$ cat src/rtl/fa_bist.sv
// Built-in self-test engine for a 1-bit full adder: sweeps all eight input vectors,
// checks {co,res} and records pass/fail, a saturating error count and the first failure.
// Optional macro FA_BIST_LOOP_EN: sweep indefinitely until a start pulse while busy stops the run.
module fa_bist #(
  parameter int SETTLE_CYCLES = 1,
  parameter int PASSES        = 1
) (
  input  logic       clk,
  input  logic       rst,
  input  logic       bistStart,
  output logic       bistOp1,
  output logic       bistOp2,
  output logic       bistCi,
  input  logic       bistRes,
  input  logic       bistCo,
  output logic       bistBusy,
  output logic       bistDone,
  output logic       bistPass,
  output logic [3:0] bistErrCnt,
  output logic [2:0] bistFailVec,
  output logic [1:0] bistFailGot
);

  typedef enum logic [1:0] {
    ST_IDLE,
    ST_SETTLE,
    ST_CHECK,
    ST_DONE
  } state_t;

  localparam logic [3:0] SETTLE_LD = 4'(SETTLE_CYCLES);

  state_t     state_q, state_d;
  logic [3:0] cnt_q, cnt_d;
  logic [2:0] vec_q, vec_d;
  logic [2:0] drv_q, drv_d;
  logic       busy_q, busy_d;
  logic       done_q, done_d;
  logic       ok_q, ok_d;
  logic [3:0] err_q, err_d;
  logic [2:0] fvec_q, fvec_d;
  logic [1:0] fgot_q, fgot_d;
  logic [1:0] got;
`ifdef FA_BIST_LOOP_EN
  logic       stop_q, stop_d;
`else
  logic [3:0] pass_q, pass_d;
`endif

  function automatic logic [1:0] exp_sum(input logic [2:0] v);
    return 2'(v[2]) + 2'(v[1]) + 2'(v[0]);
  endfunction

  function automatic logic [3:0] sat_inc(input logic [3:0] c);
    return (c == 4'hF) ? c : c + 4'd1;
  endfunction

  always_comb begin
    state_d = state_q;
    cnt_d   = cnt_q;
    vec_d   = vec_q;
    busy_d  = busy_q;
    done_d  = done_q;
    ok_d    = ok_q;
    err_d   = err_q;
    fvec_d  = fvec_q;
    fgot_d  = fgot_q;
`ifdef FA_BIST_LOOP_EN
    stop_d  = stop_q;
`else
    pass_d  = pass_q;
`endif
    got     = {bistCo, bistRes};

    unique case (state_q)
      ST_IDLE, ST_DONE: begin
        if (bistStart) begin
          vec_d   = 3'd0;
          err_d   = 4'd0;
          fvec_d  = 3'd0;
          fgot_d  = 2'd0;
          done_d  = 1'b0;
          ok_d    = 1'b0;
          busy_d  = 1'b1;
          cnt_d   = SETTLE_LD;
          state_d = ST_SETTLE;
`ifdef FA_BIST_LOOP_EN
          stop_d  = 1'b0;
`else
          pass_d  = 4'd0;
`endif
        end
      end

      ST_SETTLE: begin
`ifdef FA_BIST_LOOP_EN
        if (bistStart) stop_d = 1'b1;
`endif
        if (cnt_q <= 4'd1) begin
          state_d = ST_CHECK;
        end else begin
          cnt_d = cnt_q - 4'd1;
        end
      end

      ST_CHECK: begin
        if (got != exp_sum(vec_q)) begin
          if (err_q == 4'd0) begin
            fvec_d = vec_q;
            fgot_d = got;
          end
          err_d = sat_inc(err_q);
        end
        cnt_d = SETTLE_LD;
`ifdef FA_BIST_LOOP_EN
        // A stop request seen during this vector ends the run only after it is checked.
        if (stop_q) begin
          busy_d  = 1'b0;
          done_d  = 1'b1;
          ok_d    = (err_d == 4'd0);
          state_d = ST_DONE;
        end else begin
          if (bistStart) stop_d = 1'b1;
          vec_d   = vec_q + 3'd1;
          state_d = ST_SETTLE;
        end
`else
        if (vec_q != 3'd7) begin
          vec_d   = vec_q + 3'd1;
          state_d = ST_SETTLE;
        end else if (pass_q < 4'(PASSES - 1)) begin
          vec_d   = 3'd0;
          pass_d  = pass_q + 4'd1;
          state_d = ST_SETTLE;
        end else begin
          busy_d  = 1'b0;
          done_d  = 1'b1;
          ok_d    = (err_d == 4'd0);
          state_d = ST_DONE;
        end
`endif
      end

      default: state_d = ST_IDLE;
    endcase

    // Adder inputs carry the vector only while a run is active.
    if (state_d == ST_SETTLE || state_d == ST_CHECK) begin
      drv_d = vec_d;
    end else begin
      drv_d = 3'd0;
    end
  end

  always_ff @(posedge clk) begin
    if (rst) begin
      state_q <= ST_IDLE;
      cnt_q   <= 4'd0;
      vec_q   <= 3'd0;
      drv_q   <= 3'd0;
      busy_q  <= 1'b0;
      done_q  <= 1'b0;
      ok_q    <= 1'b0;
      err_q   <= 4'd0;
      fvec_q  <= 3'd0;
      fgot_q  <= 2'd0;
`ifdef FA_BIST_LOOP_EN
      stop_q  <= 1'b0;
`else
      pass_q  <= 4'd0;
`endif
    end else begin
      state_q <= state_d;
      cnt_q   <= cnt_d;
      vec_q   <= vec_d;
      drv_q   <= drv_d;
      busy_q  <= busy_d;
      done_q  <= done_d;
      ok_q    <= ok_d;
      err_q   <= err_d;
      fvec_q  <= fvec_d;
      fgot_q  <= fgot_d;
`ifdef FA_BIST_LOOP_EN
      stop_q  <= stop_d;
`else
      pass_q  <= pass_d;
`endif
    end
  end

  assign bistOp1     = drv_q[2];
  assign bistOp2     = drv_q[1];
  assign bistCi      = drv_q[0];
  assign bistBusy    = busy_q;
  assign bistDone    = done_q;
  assign bistPass    = ok_q;
  assign bistErrCnt  = err_q;
  assign bistFailVec = fvec_q;
  assign bistFailGot = fgot_q;

endmodule

$ cat config.mk
export PLATFORM = sky130hd
export DESIGN_NAME = fa_bist
export DESIGN_NICKNAME = d
export VERILOG_FILES = /design/src/rtl/fa_bist.sv
export SDC_FILE = /design/constraint.sdc
export NUM_CORES = 1
export LEC_CHECK = 0
export BUFFER_PORTS_ARGS = -buffer_cell sky130_fd_sc_hd__buf_2
export CAP_MARGIN = 20
export CORE_UTILIZATION = 50
export DETAILED_ROUTE_END_ITERATION = 7
export HOLD_SLACK_MARGIN = 0.08
export PLACE_DENSITY = 0.76
export SLEW_MARGIN = 20
export SYNTH_ARGS = -nofsm -noshare
export SYNTH_HDL_FRONTEND = slang
export SYNTH_SLANG_ARGS = --single-unit
$ cat constraint.sdc
create_clock -name clk -period 3.55 [get_ports clk]
set_clock_uncertainty 0.05 [all_clocks]
set_input_delay 0.5325 -clock clk [delete_from_list [all_inputs] [get_ports clk]]
set_output_delay 0.5325 -clock clk [all_outputs]
set_load 0.01 [all_outputs]
# Word level (Yosys, flattened, before mapping)
# Index checks and enable logic that the tools add are counted.
# word_totals
reg_bits	28
input_bits	5
out_inout_bits	15
elab_cells	86
# op_classes
n_addsub	6
magnitude_cmp	2
eq_ne	15
mux	39
bitwise	1
n_reduce_logical	12
# ops
cell	count
2-to-1 mux 4 bit	8
2-to-1 mux 3 bit	6
case mux 4 bit (2 select lines)	2
2-to-1 mux 2 bit	7
inequality test 2 bit, second input constant	7
case mux 3 bit (2 select lines)	2
case mux 4 bit (3 select lines)	1
AND reduction 4 bit	3
adder 4 x 1 -> 4 bit, second input constant	2
zero test 4 bit	2
2-to-1 mux 1 bit	8
== test 2 bit, second input constant	3
case mux 1 bit (2 select lines)	3
case mux 2 bit (3 select lines)	1
== test 2 x 1 -> 1 bit, second input constant	2
== test 4 bit, second input constant	1
<= comparator 4 x 1 -> 1 bit, second input constant	1
< comparator 4 x 1 -> 1 bit, second input constant	1
case mux 2 bit (2 select lines)	1
AND reduction 2 bit	2
OR reduction 2 bit	2
subtractor 4 x 1 -> 4 bit, second input constant	1
adder 3 x 1 -> 3 bit, second input constant	1
inequality test 3 bit, second input constant	1
other kinds (7)	7

# Depth between registers and ports, before layout
# depth
ltp_word	9
mapped_depth	8
ltp_nobuf	7

# Least setup slack after synthesis
# OpenSTA, ideal clock, no wires.
# synth_path
path_type	register to register
from	register vec_q[2]
to	register err_q[3], in the netlist bistErrCnt[3]
setup_ps	79
t_arrival_ps	2007
required_ps	3421
setup_slack_ps	1413
stages_incl_launch_ff	9
path_buffers	1
synth_period_minus_slack_ps	2137
cell_sequence	dfxtp_1 clkbuf_1 inv_1 fa_1 xnor2_1 or2_4 and4_4 a31o_1 a211oi_2
# synth_via
elab_chain_cells	6
# synth_lines
element	line_no	text
from (decl)	35	logic [2:0] vec_q, vec_d;
from (signal assigned)	175	vec_q <= vec_d;
adder 1 x 1 -> 2 bit	51	return 2'(v[2]) + 2'(v[1]) + 2'(v[0]);
adder 2 x 1 -> 2 bit	51	
inequality test 2 bit	107	if (got != exp_sum(vec_q)) begin
2-to-1 mux 4 bit	107	
2-to-1 mux 4 bit	75	unique case (state_q)
case mux 4 bit (2 select lines)	75	
to (signal assigned)	180	err_q <= err_d;
to (decl)	40	logic [3:0] err_q, err_d;
# No other way between the ends. The select of a mux whose other input is x is not followed.
# A chain may end at the register's enable or synchronous reset.

# Worst setup path after layout
# layout_path
from	register vec_q[2]
to	register fgot_q[1], in the netlist bistFailGot[1]
# layout_via
elab_chain_cells	5
# layout_lines
element	line_no	text
adder 1 x 1 -> 2 bit	51	
adder 2 x 1 -> 2 bit	51	
inequality test 2 bit	107	
inequality test 2 bit (no source line)	n/a	
AND reduction 4 bit (no source line)	n/a	
to (signal assigned)	182	fgot_q <= fgot_d;
to (decl)	42	logic [1:0] fgot_q, fgot_d;
# No other way between the ends.

==> results.md <==
Run status:
- The run finished with clean final reports.

Layout:
- The most common library cell in the layout ignoring fill and taps is sky130_fd_sc_hd__dfxtp_1.
- The non-filler instance count after layout is 208.
- The share of final-layout standard cells stronger than drive strength 1 is 0.1629.
- The number of nets in the final layout is 192.
- The count of inserted antenna diode cells is 0.
- From synthesis to final layout, the design area changed by 11.05%.
- Leaving out fill and tap cells, the most frequent cells in the layout are 24 x sky130_fd_sc_hd__dfxtp_1, 19 x sky130_fd_sc_hd__buf_2, 18 x sky130_fd_sc_hd__nor2_1.

Critical path:
- The worst setup slack for register-to-register paths is 1.25 ns.
- The worst register-to-register path ends at bistFailGot[1].
- The kind of capture point of the worst setup path is a flop.
- The cell with the biggest individual delay on the critical path is sky130_fd_sc_hd__dfxtp_1.
- The type of the setup path with the least slack is reg2reg.
- In this run the worst path has a maximum fanout of 9.
- STA puts the critical path data required time at 3.73 ns.
- The signal on the critical path passes through inv_1 -> fa_1 -> xnor2_1 -> o211ai_1 -> a21o_1 -> and2b_1 -> a22o_2.
- The worst setup path is launched from a flop.
- The number of cells on the worst reg-to-reg path is 7.
- The arrival time of the worst setup path is 2.48 ns.
- The startpoint identified for the worst register-to-register timing path is vec_q[2].
- The delay of the slowest critical-path stage is 0.50 ns.

Power and ir drop:
- Total power for the finished layout comes to 0.9084 mW.
- Dividing total power by cell area gives a power density of 622.6 nW/um2.
- Across the VDD grid, the largest voltage drop is 0.4347 mV.
- The leakage power summed over all cells is 0.5924 nW.

Timing:
- The total count of max-transition violations in the final report was 0.
- The least setup slack across all paths after layout is 1.248 ns.
- Counting I/O delays and the setup requirement, the final critical path takes 2.302 ns.
- In this run the tightest slew margin relative to its limit is 0.3991.
- The count of endpoints failing hold in the final timing report was 0.
- For this run, the top clock speed supported by timing is 434.4 MHz.
- Setup violations remaining at the end of the flow were counted as 0.
- Hold is met by 0.3955 ns.
- Setup repair after global routing left no endpoint under its margin.
- The ratio of final minimum period to clock period is 0.6485.
- The slew of the pin with the lowest slew margin is 0.8762 ns.
- The final setup TNS is 0 ns.

Floorplanning:
- The die is 53.26 um tall.
- Measured along the x axis, the die boundary spans 53.26 um.
- The die covers 2837 um2.
- The effective utilization at floorplan is 0.5303.
- The region available for standard cell placement spans 2477 um2.
- The number of core rows is 18.
- The number of top-level pins is 20.

Detailed routing:
- In the final routed layout, each cell accounts on average for 13.21 um.
- The final wirelength is 2748 um.
- The number of nets with antenna violations after routing is 0.
- Across all layers, the routed design uses 1205 vias.
- After the first detailed-routing iteration, the DRC count stood at 30.
- The number of design rule violations left after detail routing is 0.
- Dividing the detail-routed via count by the number of cells gives 5.793.
- Before antenna repair, the detailed router went through 4 iterations.

CTS:
- Post-CTS timing repair inserted 0 buffers for setup.
- The buffer depth of the longest clock path is 2.
- The clock-pin slew reported for the worst setup and hold paths after clock tree synthesis is 0.13 ns.
- The post-cts gate resize count is 0.
- The clock latency reported for the late side of the worst-skew pair is 0.32 ns.
- TritonCTS built the clock tree.
- Counting every sink on the clock net gives 24.
- The cts-stage hold buffer count is 0.
- CTS built an H-tree with a depth of 1.
- The root buffer selected by CTS is sky130_fd_sc_hd__clkbuf_4.
- Clock tree synthesis inserted a total of 3 buffers.

Place:
- The number of placed instances, taps included, is 204.
- The quantity of I/O buffers inserted on ports is 19.
- The last weighted congestion value of the routability-driven placer is 0.8415.
- Timing analysis after detailed placement gives a worst setup slack of 1.258 ns.
- Detailed placement ended at an HPWL of 2005 um.

Global route:
- The largest net degree at the start of global routing is 23.
- The number of global-route vias before repair was 1094.
- The total track usage is 0.2189.
- The number of antenna violations at the first check in global routing was 0.
- The remaining global-route overflow is 0.
- The wire length of the first global-routing pass is 4567 um.

Min path:
- The kind of path behind the tightest hold check is in2reg.
- The worst hold path depth is 2.
- In this run the most critical hold path is launched from bistRes.
- The end point of the most critical hold path is bistFailGot[0].

Yosys:
- The number of enable flip-flop cells after synthesis is 0.
- The Yosys step of the flow raised 0 warnings.
- Synthesis instantiated 42 different standard cells from the library.
- Synthesis handed over a netlist of 161 instances.
- The fraction of the yosys area taken by sequential cells is 0.3657.
- The number of storage elements in the synthesis netlist is 24.
- The netlist area before placement is 1314 um2.
- In the synthesized netlist the async set-or-reset flop fraction comes to 0.
- In the synthesized netlist the dominant register cell turns out to be sky130_fd_sc_hd__dfxtp_1.
- A synthesized cell averages 8.160 um2.
- The synthesized netlist net count is 174.

Flow run:
- Across the run, the number of max-cap violations was 0.
-- sequential cells by signal (all words and copies together) (netlist names) --
register	flops
bistFailGot	2
bistErrCnt	4
bistFailVec	3
vec_q	3
cnt_q	4
drv_q	3
bistPass	1
bistBusy	1
state_q	2
bistDone	1
-- worst max-delay path, delay by kind of cell (launching register included) --
kind	cells	cell delay, ns
buffers and inverters	1	0.09
adder cells (fa/ha/maj)	1	0.45
AO/OA/AOI/OAI	3	0.67
AND/OR/NAND/NOR	1	0.17
XOR/XNOR	1	0.29
flip-flops	1	0.50
-- cell type report --
class,count,area [um2]
tap,30,37.54
inverter,12,45.04
fill,236,1018
clock buffer,4,36.28
sequential,24,480.5
multi-input combinational,119,764.5
timing repair buffer,19,95.09
-- cell families after synthesis --
kind of cell / Yosys count / share of synthesized area
AND/OR/NAND/NOR: 56 / 0.2228
AO/OA/AOI/OAI: 49 / 0.2343
flip-flops: 24 / 0.3657
buffers and inverters: 18 / 0.05237
multiplexers: 3 / 0.02286
adder cells (fa/ha/maj): 8 / 0.08190
XOR/XNOR: 3 / 0.02000
-- report_power, final --
| group | internal (mW) | leakage, nW | switching (mW) |
|---|---|---|---|
| clock | 0.0628 | 0.0210 | 0.0840 |
| sequential | 0.299 | 0.195 | 0.0234 |
| combinational | 0.161 | 0.377 | 0.279 |
| total | 0.522 | 0.592 | 0.386 |
-- worst max path at each step --
stage | from | end | slack (ns) | cells past startpoint
4_1_cts | vec_q[2] | bistFailGot[1] | 1.24 | 7
3_5_place_dp | vec_q[2] | bistFailGot[1] | 1.26 | 7
2_1_floorplan | vec_q[2] | bistErrCnt[3] | 1.41 | 8
6_report | vec_q[2] | bistFailGot[1] | 1.25 | 7
5_1_grt | vec_q[2] | bistFailGot[1] | 1.10 | 7
3_3_place_gp | state_q[0] | bistFailVec[2] | 1.40 | 6
-- per-layer routing --
metal	global-route usage	wire, um
met1	0.2909	1360
met2	0.3458	1256
met3	0.02874	84
met4	0.1009	47
met5	0	0
-- cells in the mapped netlist (2+ instances only) --
library cell               instances  area (um2)
sky130_fd_sc_hd__xnor2_1           2       17.52
sky130_fd_sc_hd__nor2b_1           3       18.77
sky130_fd_sc_hd__a211oi_1          3       22.52
sky130_fd_sc_hd__nor2_1           18       67.56
sky130_fd_sc_hd__mux2i_1           3       30.03
sky130_fd_sc_hd__o21ai_0          14       70.07
sky130_fd_sc_hd__a21o_1            2       15.01
sky130_fd_sc_hd__inv_1            12       45.04
sky130_fd_sc_hd__nand3_1           5       25.02
sky130_fd_sc_hd__nand4_1           2       12.51
sky130_fd_sc_hd__ha_1              7       87.58
sky130_fd_sc_hd__nand2b_1          2       12.51
sky130_fd_sc_hd__nor3_1            6       30.03
sky130_fd_sc_hd__nand2_1           7       26.28
sky130_fd_sc_hd__and2b_1           2       15.01
sky130_fd_sc_hd__nor4_1            2       12.51
sky130_fd_sc_hd__dfxtp_1          24       480.5
sky130_fd_sc_hd__and2_1            4       25.02
sky130_fd_sc_hd__a21oi_1          15       75.07
sky130_fd_sc_hd__a31oi_1           3       18.77
sky130_fd_sc_hd__clkbuf_1          4       15.01
-- stage by stage --
stage,util,cell area (um2)
after global routing,0.5889,1459
after CTS,0.5889,1459
after global placement,0.5742,1423
after detailed placement,0.5742,1423
after floorplan,-,1314
final,0.5889,1459
No activity file was read; power rests on OpenSTA's default activity.
